File: src/rtl/ap_ctrl_sampler_if.sv
// Observation and record-drain bus for ap_ctrl_sampler.
// AP_STALL_CNT_EN adds the rec_stall field to the record port.
interface ap_ctrl_sampler_if #(
  parameter int CNT_W = 32,
  parameter int TAG_W = 8
);
  logic             ap_start;
  logic             ap_done;
  logic             ap_continue;
  logic             finish;
  // Record port: a record transfers on any cycle with rec_valid & rec_ready;
  // rec_* stay stable while rec_valid=1 and rec_ready=0.
  logic             rec_valid;
  logic             rec_ready;
  logic [TAG_W-1:0] rec_tag;
  logic [CNT_W-1:0] rec_latency;
  logic [CNT_W-1:0] rec_ii;
`ifdef AP_STALL_CNT_EN
  logic [CNT_W-1:0] rec_stall;

  modport slave (
    input  ap_start, ap_done, ap_continue, finish, rec_ready,
    output rec_valid, rec_tag, rec_latency, rec_ii, rec_stall
  );
  modport master (
    output ap_start, ap_done, ap_continue, finish, rec_ready,
    input  rec_valid, rec_tag, rec_latency, rec_ii, rec_stall
  );
`else
  modport slave (
    input  ap_start, ap_done, ap_continue, finish, rec_ready,
    output rec_valid, rec_tag, rec_latency, rec_ii
  );
  modport master (
    output ap_start, ap_done, ap_continue, finish, rec_ready,
    input  rec_valid, rec_tag, rec_latency, rec_ii
  );
`endif
endinterface

File: src/rtl/ap_ctrl_sampler.sv
// Passive ap_ctrl_hs transaction sampler: per-transaction tag/latency/II records in a FWFT FIFO.
// Optional macro AP_STALL_CNT_EN adds a per-record count of done-but-not-continued cycles.
module ap_ctrl_sampler #(
  parameter int DEPTH = 4,
  parameter int CNT_W = 32,
  parameter int TAG_W = 8
) (
  input  logic             clock,
  input  logic             reset,
  ap_ctrl_sampler_if.slave bus,
  output logic [CNT_W-1:0] txn_count,
  output logic             overflow,
  output logic             busy,
  output logic             drained,
  output logic [1:0]       fsm_state
);
  localparam int PTR_W = $clog2(DEPTH);
`ifdef AP_STALL_CNT_EN
  localparam int REC_W = TAG_W + 3 * CNT_W;
`else
  localparam int REC_W = TAG_W + 2 * CNT_W;
`endif
  localparam logic [CNT_W-1:0] ZERO_CNT = '0;

  localparam logic [1:0] S_IDLE = 2'd0;
  localparam logic [1:0] S_RUN  = 2'd1;
  localparam logic [1:0] S_FIN  = 2'd2;

  logic [1:0]       state;
  logic [CNT_W-1:0] cyc;
  logic [CNT_W-1:0] start_cyc;
  logic [CNT_W-1:0] prev_start;
  logic [CNT_W-1:0] ii_q;
  logic             first;
  logic             finish_seen;
  logic [TAG_W-1:0] tag;
`ifdef AP_STALL_CNT_EN
  logic [CNT_W-1:0] stall_q;
`endif

  logic [REC_W-1:0] mem [DEPTH];
  logic [PTR_W:0]   wr_ptr;
  logic [PTR_W:0]   rd_ptr;
  logic [PTR_W-1:0] head_idx;
  logic [REC_W-1:0] rec_in;

  logic             fin_now;
  logic             done_ok;
  logic             start_ok;
  logic [CNT_W-1:0] ii_now;
  logic             push;
  logic             pop;
  logic             empty;
  logic             full;
  logic             wr_en;

  assign fin_now  = finish_seen | bus.finish;
  assign done_ok  = bus.ap_done & bus.ap_continue;
  assign start_ok = (state == S_IDLE) & bus.ap_start & ~fin_now;
  assign ii_now   = first ? ZERO_CNT : cyc - prev_start;
  assign push     = (start_ok & done_ok) | ((state == S_RUN) & done_ok);

  assign empty = (wr_ptr == rd_ptr);
  assign full  = (wr_ptr[PTR_W] != rd_ptr[PTR_W]) &&
                 (wr_ptr[PTR_W-1:0] == rd_ptr[PTR_W-1:0]);
  assign pop   = ~empty & bus.rec_ready;
  assign wr_en = push & (~full | pop);

  always_comb begin
    rec_in = '0;
    if (state == S_RUN) begin
`ifdef AP_STALL_CNT_EN
      rec_in = {tag, cyc - start_cyc, ii_q, stall_q};
`else
      rec_in = {tag, cyc - start_cyc, ii_q};
`endif
    end else begin
`ifdef AP_STALL_CNT_EN
      rec_in = {tag, ZERO_CNT, ii_now, ZERO_CNT};
`else
      rec_in = {tag, ZERO_CNT, ii_now};
`endif
    end
  end

  // When empty, point at the most recently popped slot so rec_* keep their last value.
  assign head_idx = empty ? (rd_ptr[PTR_W-1:0] - 1'b1) : rd_ptr[PTR_W-1:0];

  assign bus.rec_valid = ~empty;
`ifdef AP_STALL_CNT_EN
  assign {bus.rec_tag, bus.rec_latency, bus.rec_ii, bus.rec_stall} = mem[head_idx];
`else
  assign {bus.rec_tag, bus.rec_latency, bus.rec_ii} = mem[head_idx];
`endif

  assign busy      = (state == S_RUN);
  assign fsm_state = state;

  always_ff @(posedge clock) begin
    if (reset) begin
      state       <= S_IDLE;
      cyc         <= '0;
      start_cyc   <= '0;
      prev_start  <= '0;
      ii_q        <= '0;
      first       <= 1'b1;
      finish_seen <= 1'b0;
      tag         <= '0;
      txn_count   <= '0;
      overflow    <= 1'b0;
      drained     <= 1'b0;
      wr_ptr      <= '0;
      rd_ptr      <= '0;
`ifdef AP_STALL_CNT_EN
      stall_q     <= '0;
`endif
      for (int i = 0; i < DEPTH; i++) mem[i] <= '0;
    end else begin
      cyc         <= cyc + 1'b1;
      finish_seen <= fin_now;
      drained     <= (state == S_FIN) & empty;

      case (state)
        S_IDLE: begin
          if (fin_now) begin
            state <= S_FIN;
          end else if (bus.ap_start) begin
            start_cyc  <= cyc;
            ii_q       <= ii_now;
            prev_start <= cyc;
            first      <= 1'b0;
`ifdef AP_STALL_CNT_EN
            stall_q    <= '0;
`endif
            if (!done_ok) state <= S_RUN;
          end
        end
        S_RUN: begin
          if (done_ok) begin
            state <= fin_now ? S_FIN : S_IDLE;
          end
`ifdef AP_STALL_CNT_EN
          else if (bus.ap_done) begin
            stall_q <= stall_q + 1'b1;
          end
`endif
        end
        S_FIN:   state <= S_FIN;
        default: state <= S_IDLE;
      endcase

      // Tag and count advance on every completion, stored or dropped.
      if (push) begin
        tag       <= tag + 1'b1;
        txn_count <= txn_count + 1'b1;
        if (wr_en) begin
          mem[wr_ptr[PTR_W-1:0]] <= rec_in;
          wr_ptr                 <= wr_ptr + 1'b1;
        end else begin
          overflow <= 1'b1;
        end
      end

      if (pop) rd_ptr <= rd_ptr + 1'b1;
    end
  end
endmodule

File: src/flat_wrapper.sv
// flat-port wrapper written by rule: the top's interface ports become plain ports
module ap_ctrl_sampler_flat 
#(
  parameter int DEPTH = 4,
  parameter int CNT_W = 32,
  parameter int TAG_W = 8
)
  (clock, reset, txn_count, overflow, busy, drained, fsm_state, bus_ap_start, bus_ap_done, bus_ap_continue, bus_finish, bus_rec_ready, bus_rec_valid, bus_rec_tag, bus_rec_latency, bus_rec_ii);
  ap_ctrl_sampler_if #(.CNT_W(CNT_W), .TAG_W(TAG_W)) bus_i ();
  input  logic clock;
  input  logic reset;
  output logic [CNT_W-1:0] txn_count;
  output logic overflow;
  output logic busy;
  output logic drained;
  output logic [1:0] fsm_state;
  input wire logic [$bits(bus_i.ap_start)-1:0] bus_ap_start;
  input wire logic [$bits(bus_i.ap_done)-1:0] bus_ap_done;
  input wire logic [$bits(bus_i.ap_continue)-1:0] bus_ap_continue;
  input wire logic [$bits(bus_i.finish)-1:0] bus_finish;
  input wire logic [$bits(bus_i.rec_ready)-1:0] bus_rec_ready;
  output wire logic [$bits(bus_i.rec_valid)-1:0] bus_rec_valid;
  output wire logic [$bits(bus_i.rec_tag)-1:0] bus_rec_tag;
  output wire logic [$bits(bus_i.rec_latency)-1:0] bus_rec_latency;
  output wire logic [$bits(bus_i.rec_ii)-1:0] bus_rec_ii;
  assign bus_i.ap_start = bus_ap_start;
  assign bus_i.ap_done = bus_ap_done;
  assign bus_i.ap_continue = bus_ap_continue;
  assign bus_i.finish = bus_finish;
  assign bus_i.rec_ready = bus_rec_ready;
  assign bus_rec_valid = bus_i.rec_valid;
  assign bus_rec_tag = bus_i.rec_tag;
  assign bus_rec_latency = bus_i.rec_latency;
  assign bus_rec_ii = bus_i.rec_ii;
  ap_ctrl_sampler #(.DEPTH(DEPTH), .CNT_W(CNT_W), .TAG_W(TAG_W)) u_core (.clock(clock), .reset(reset), .bus(bus_i), .txn_count(txn_count), .overflow(overflow), .busy(busy), .drained(drained), .fsm_state(fsm_state));
endmodule
File: config.mk
export PLATFORM = sky130hd
export DESIGN_NAME = ap_ctrl_sampler_flat
export DESIGN_NICKNAME = d
export VERILOG_FILES = /design/src/rtl/ap_ctrl_sampler_if.sv /design/src/rtl/ap_ctrl_sampler.sv /design/src/flat_wrapper.sv
export SDC_FILE = /design/constraint.sdc
export NUM_CORES = 1
export LEC_CHECK = 0
export ABC_AREA = 0
export CAP_MARGIN = 40
export CORE_MARGIN = 2
export CORE_UTILIZATION = 45
export CTS_BUF_LIST = sky130_fd_sc_hd__clkbuf_16
export CTS_CLUSTER_DIAMETER = 40
export CTS_CLUSTER_SIZE = 30
export DETAILED_ROUTE_END_ITERATION = 10
export GPL_TIMING_DRIVEN = 0
export SYNTH_ARGS = -nofsm -noshare
export SYNTH_HDL_FRONTEND = slang
export SYNTH_SLANG_ARGS = --single-unit
File: constraint.sdc
create_clock -name clock -period 11 [get_ports clock]
set_input_delay 2.2 -clock clock [delete_from_list [all_inputs] [get_ports clock]]
set_output_delay 2.2 -clock clock [all_outputs]
set_load 0.05 [all_outputs]
==> key figures <==
Status
  – Status: complete, no violations

Power and ir drop
  – Leak Pwr: 8.77 nW
  – Maximum VDD drop: 0.0000977 V
  – Pwr Density: 183 nW/um2

Critical path
  – Worst Path Required: between 8000 and 9000 ps
  – CP Capture Type: output pin
  – CP max stage delay: around 730 ps
  – Crit path launch type: register
  – CP Class: reg -> out
  – Worst R2R End: u_core.mem[3][28]$_DFFE_PP_
  – Crit. Startpoint: u_core.wr_ptr[0]$_SDFFE_PP0P_
  – Worst EP arrival: 4380 ps
  – Internal reg-to-reg setup slack: roughly 7000 ps
  – Most used cell, CP: buf_2
  – Critical path buffers and inverters: 3
  – Crit-path leading delay family: buffers and inverters
  – Setup crit end: bus_rec_ii[30]
  – Critical-path maximum fanout: 10
  – Slowest stage cell, crit path: xor2_2
  – Worst-path cell chain: buf_2 -> xor2_1 -> nor2_1 -> nand2_1 -> xor2_2 -> buf_2 -> mux4_2 -> clkdlybuf4s50_1
  – Critical path depth: 8
  – Reg2reg start: u_core.cyc[0]$_SDFF_PP0_
  – Worst Reg-to-Reg Cells: 11

Yosys
  – Mux share of post-synthesis cell area: about 8.4%
  – Ys Warns: 0
  – Syn Nets: ~1800
  – Adder-cell share of the synthesized area: between 2 and 2.5%
  – Post-Synthesis Cells: between 1500 and 2000
  – Mapped Area: between 20000 and 25000 um2
  – Complex-gate fraction of the synthesized area: approximately 8.7%
  – Synth cell types: a little under 80
  – Post-Synth Simple-Gate Area: between 10% and 20%
  – XOR/XNOR Fraction of Synth Area: 3.91%
  – Asr flop ratio synth: 0%
  – Mean post-synth cell area: ~11 um2
  – Largest family of logic cells by synthesized area: simple AND/OR/NAND/NOR gates
  – Synth Register Bits: between 400 and 500
  – Number of synthesized flops with an enable pin: 288
  – Post-synth top flop: edfxtp_1
  – Sequential area share after synthesis: ~58%

Detailed routing
  – WL per Instance: around 20 um
  – Number of remaining DRC errors: 0
  – Drt total wl: about 52 mm
  – Via density: between 5 and 6
  – Post-DRT Antenna Nets: 0
  – Via count: 14100
  – DR iter-0 viols: approximately 1300
  – TritonRoute pass-1 iters: 6

Global routing
  – Gr usage total: between 20% and 30%
  – GRT Residual Overflow: 0
  – Largest net degree at the start of global routing: between 40 and 50
  – Initial antenna violation count: 0
  – First-pass GRT wire length: between 80 and 90 mm
  – Vias in the first global route: 14100

Cells and area
  – Final net count: between 2000 and 2500
  – Layout cells sized above 1: between 10% and 20%
  – Most frequent cells in the layout: 288 x edfxtp_1, 279 x nor2_1, 205 x nand2_1
  – Ant diodes: 0
  – Commonest non-fill, non-tap cell in the layout: edfxtp_1
  – P&R area growth vs syn: 21.4%

Floorplanning
  – Row count: 77
  – Die Ht: roughly 220 um
  – Starting Density: between 40% and 50%
  – Total die area: approximately 46000 um2
  – Chip Width: roughly 220 um
  – Core Box Area: approximately 44000 um2
  – # IOs: 117

Place
  – DP HPWL: 35.6 mm
  – Routability congestion estimate: ~0.85
  – Buffers on Ports: about 120

STA
  – Setup_tns: 0 ps
  – Slew @ Worst Pin: about 930 ps
  – Fin crit period: 6580 ps
  – Hold Vio Cnt, Final: 0
  – RSZ-0062 raised after global routing: no
  – Max Clk Rate: between 0.15 and 0.2 GHz
  – Final Setup Violations: 0
  – Final Skew: roughly 34 ps
  – Slew Viols, Final: 0
  – Slew margin rel.: around 38%
  – Period utilization: 59.8%
  – Hold slack: approximately 450 ps

Worst hold path
  – Min-delay worst type: reg -> reg

Clock tree
  – Clock sink count: 436
  – Number of buffers created by CTS: 66
  – Hold-fix buffers at CTS: 0
  – H-tree Lvls: 3
  – CTS tree: yes
  – PostCTS Resize Cnt: 0
  – Worst-Skew Late Latency: just under 600 ps
  – Clock Tree Root: clkbuf_16
  – Setup Fix Bufs, Post-CTS: 0
  – CTS clk-pin slew, worst paths: roughly 50 ps
  – CTS max path bufs: 3

Flow run
  – Max Cap Violations: 0
[Yosys cell counts (30+ instances only)]
cell type,number,area [um2]
ha_1,37,463
clkbuf_1,47,176
dfxtp_1,148,2960
mux4_2,72,1620
xnor2_1,30,263
o21ai_0,91,455
nand3_1,30,150
a21oi_1,88,440
nor2_1,279,1050
xor2_1,54,473
inv_1,66,248
nand2_1,205,769
and2_1,39,244
edfxtp_1,288,8650
[worst min-delay path, delay by kind of cell, from the launching register on]
kind	cells	cell delay (ps)
flops	1	300
compound gates	1	50
simple gates	1	50
[where the power goes]
group / switching, mW / internal (mW)
registers: 0.0143 / 1.78
logic: 0.366 / 0.183
clock network: 0.788 / 1.32
total: 1.17 / 3.28
[kinds of logic after synthesis]
group | Yosys count
and+or+nand+nor | 684
DFF | 436
adders and majority gates | 38
buffers and inverters | 157
xor gates and xnor gates | 87
muxes | 79
AOI/OAI and AO/OA | 286
[stage by stage]
| step | power [mW] | instance area [um2] | cells | setup WS, ps | util (%) |
|---|---|---|---|---|---|
| floorplan | 2.20 | 20100 | 1767 | 5250 | - |
| global placement | 2.38 | 22000 | 2475 | 3020 | 49.8 |
| detailed placement | 2.39 | 22100 | 2481 | 4960 | 50.1 |
| CTS | 4.49 | 24400 | 2602 | 4360 | 55.2 |
| global route | 4.58 | 24400 | 2602 | 4190 | 55.2 |
| finish | 4.45 | 24400 | 2602 | 4420 | 55.2 |
[metal layers]
layer  global-route usage [%]  part of all wire [%]
met2                     36.4                    48
met4                     8.60                   2.8
met1                     30.5                    43
met3                     4.42                   6.0
met5                        0                     0
[layout make-up]
type                       instances  area (um2)
fill                            3848       19800
sequential                       436       11600
multi-input combinational       1174        7840
clock buffer                      69        1730
timing repair buffer             122        1280
tap                              592         741
clock inverter                    52         508
buffer                            91         403
inverter                          66         248
[sequential cells by signal, indices dropped and copies added (netlist names)]
register	flops
u_core.wr_ptr	3
u_core.drained	1
u_core.fsm_state	2
u_core.first	1
u_core.finish_seen	1
u_core.cyc	32
u_core.overflow	1
u_core.txn_count	32
u_core.tag	8
u_core.mem	288
u_core.rd_ptr	3
u_core.start_cyc	32
u_core.ii_q	32
[worst min-delay path by stage]
stage / from / to / slack, ps / depth (start not counted)
6_report: u_core.start_cyc[12]$_SDFFE_PP0P_ / u_core.start_cyc[12]$_SDFFE_PP0P_ / 450 / 2
5_1_grt: u_core.start_cyc[18]$_SDFFE_PP0P_ / u_core.start_cyc[18]$_SDFFE_PP0P_ / 470 / 2
4_1_cts: u_core.start_cyc[18]$_SDFFE_PP0P_ / u_core.start_cyc[18]$_SDFFE_PP0P_ / 450 / 2
3_5_place_dp: u_core.ii_q[13]$_SDFFE_PP0P_ / u_core.ii_q[13]$_SDFFE_PP0P_ / 440 / 2
3_3_place_gp: u_core.ii_q[13]$_SDFFE_PP0P_ / u_core.ii_q[13]$_SDFFE_PP0P_ / 430 / 2
2_1_floorplan: u_core.ii_q[13]$_SDFFE_PP0P_ / u_core.ii_q[13]$_SDFFE_PP0P_ / 420 / 2
Note: power is estimated with default switching activity, not from simulation.
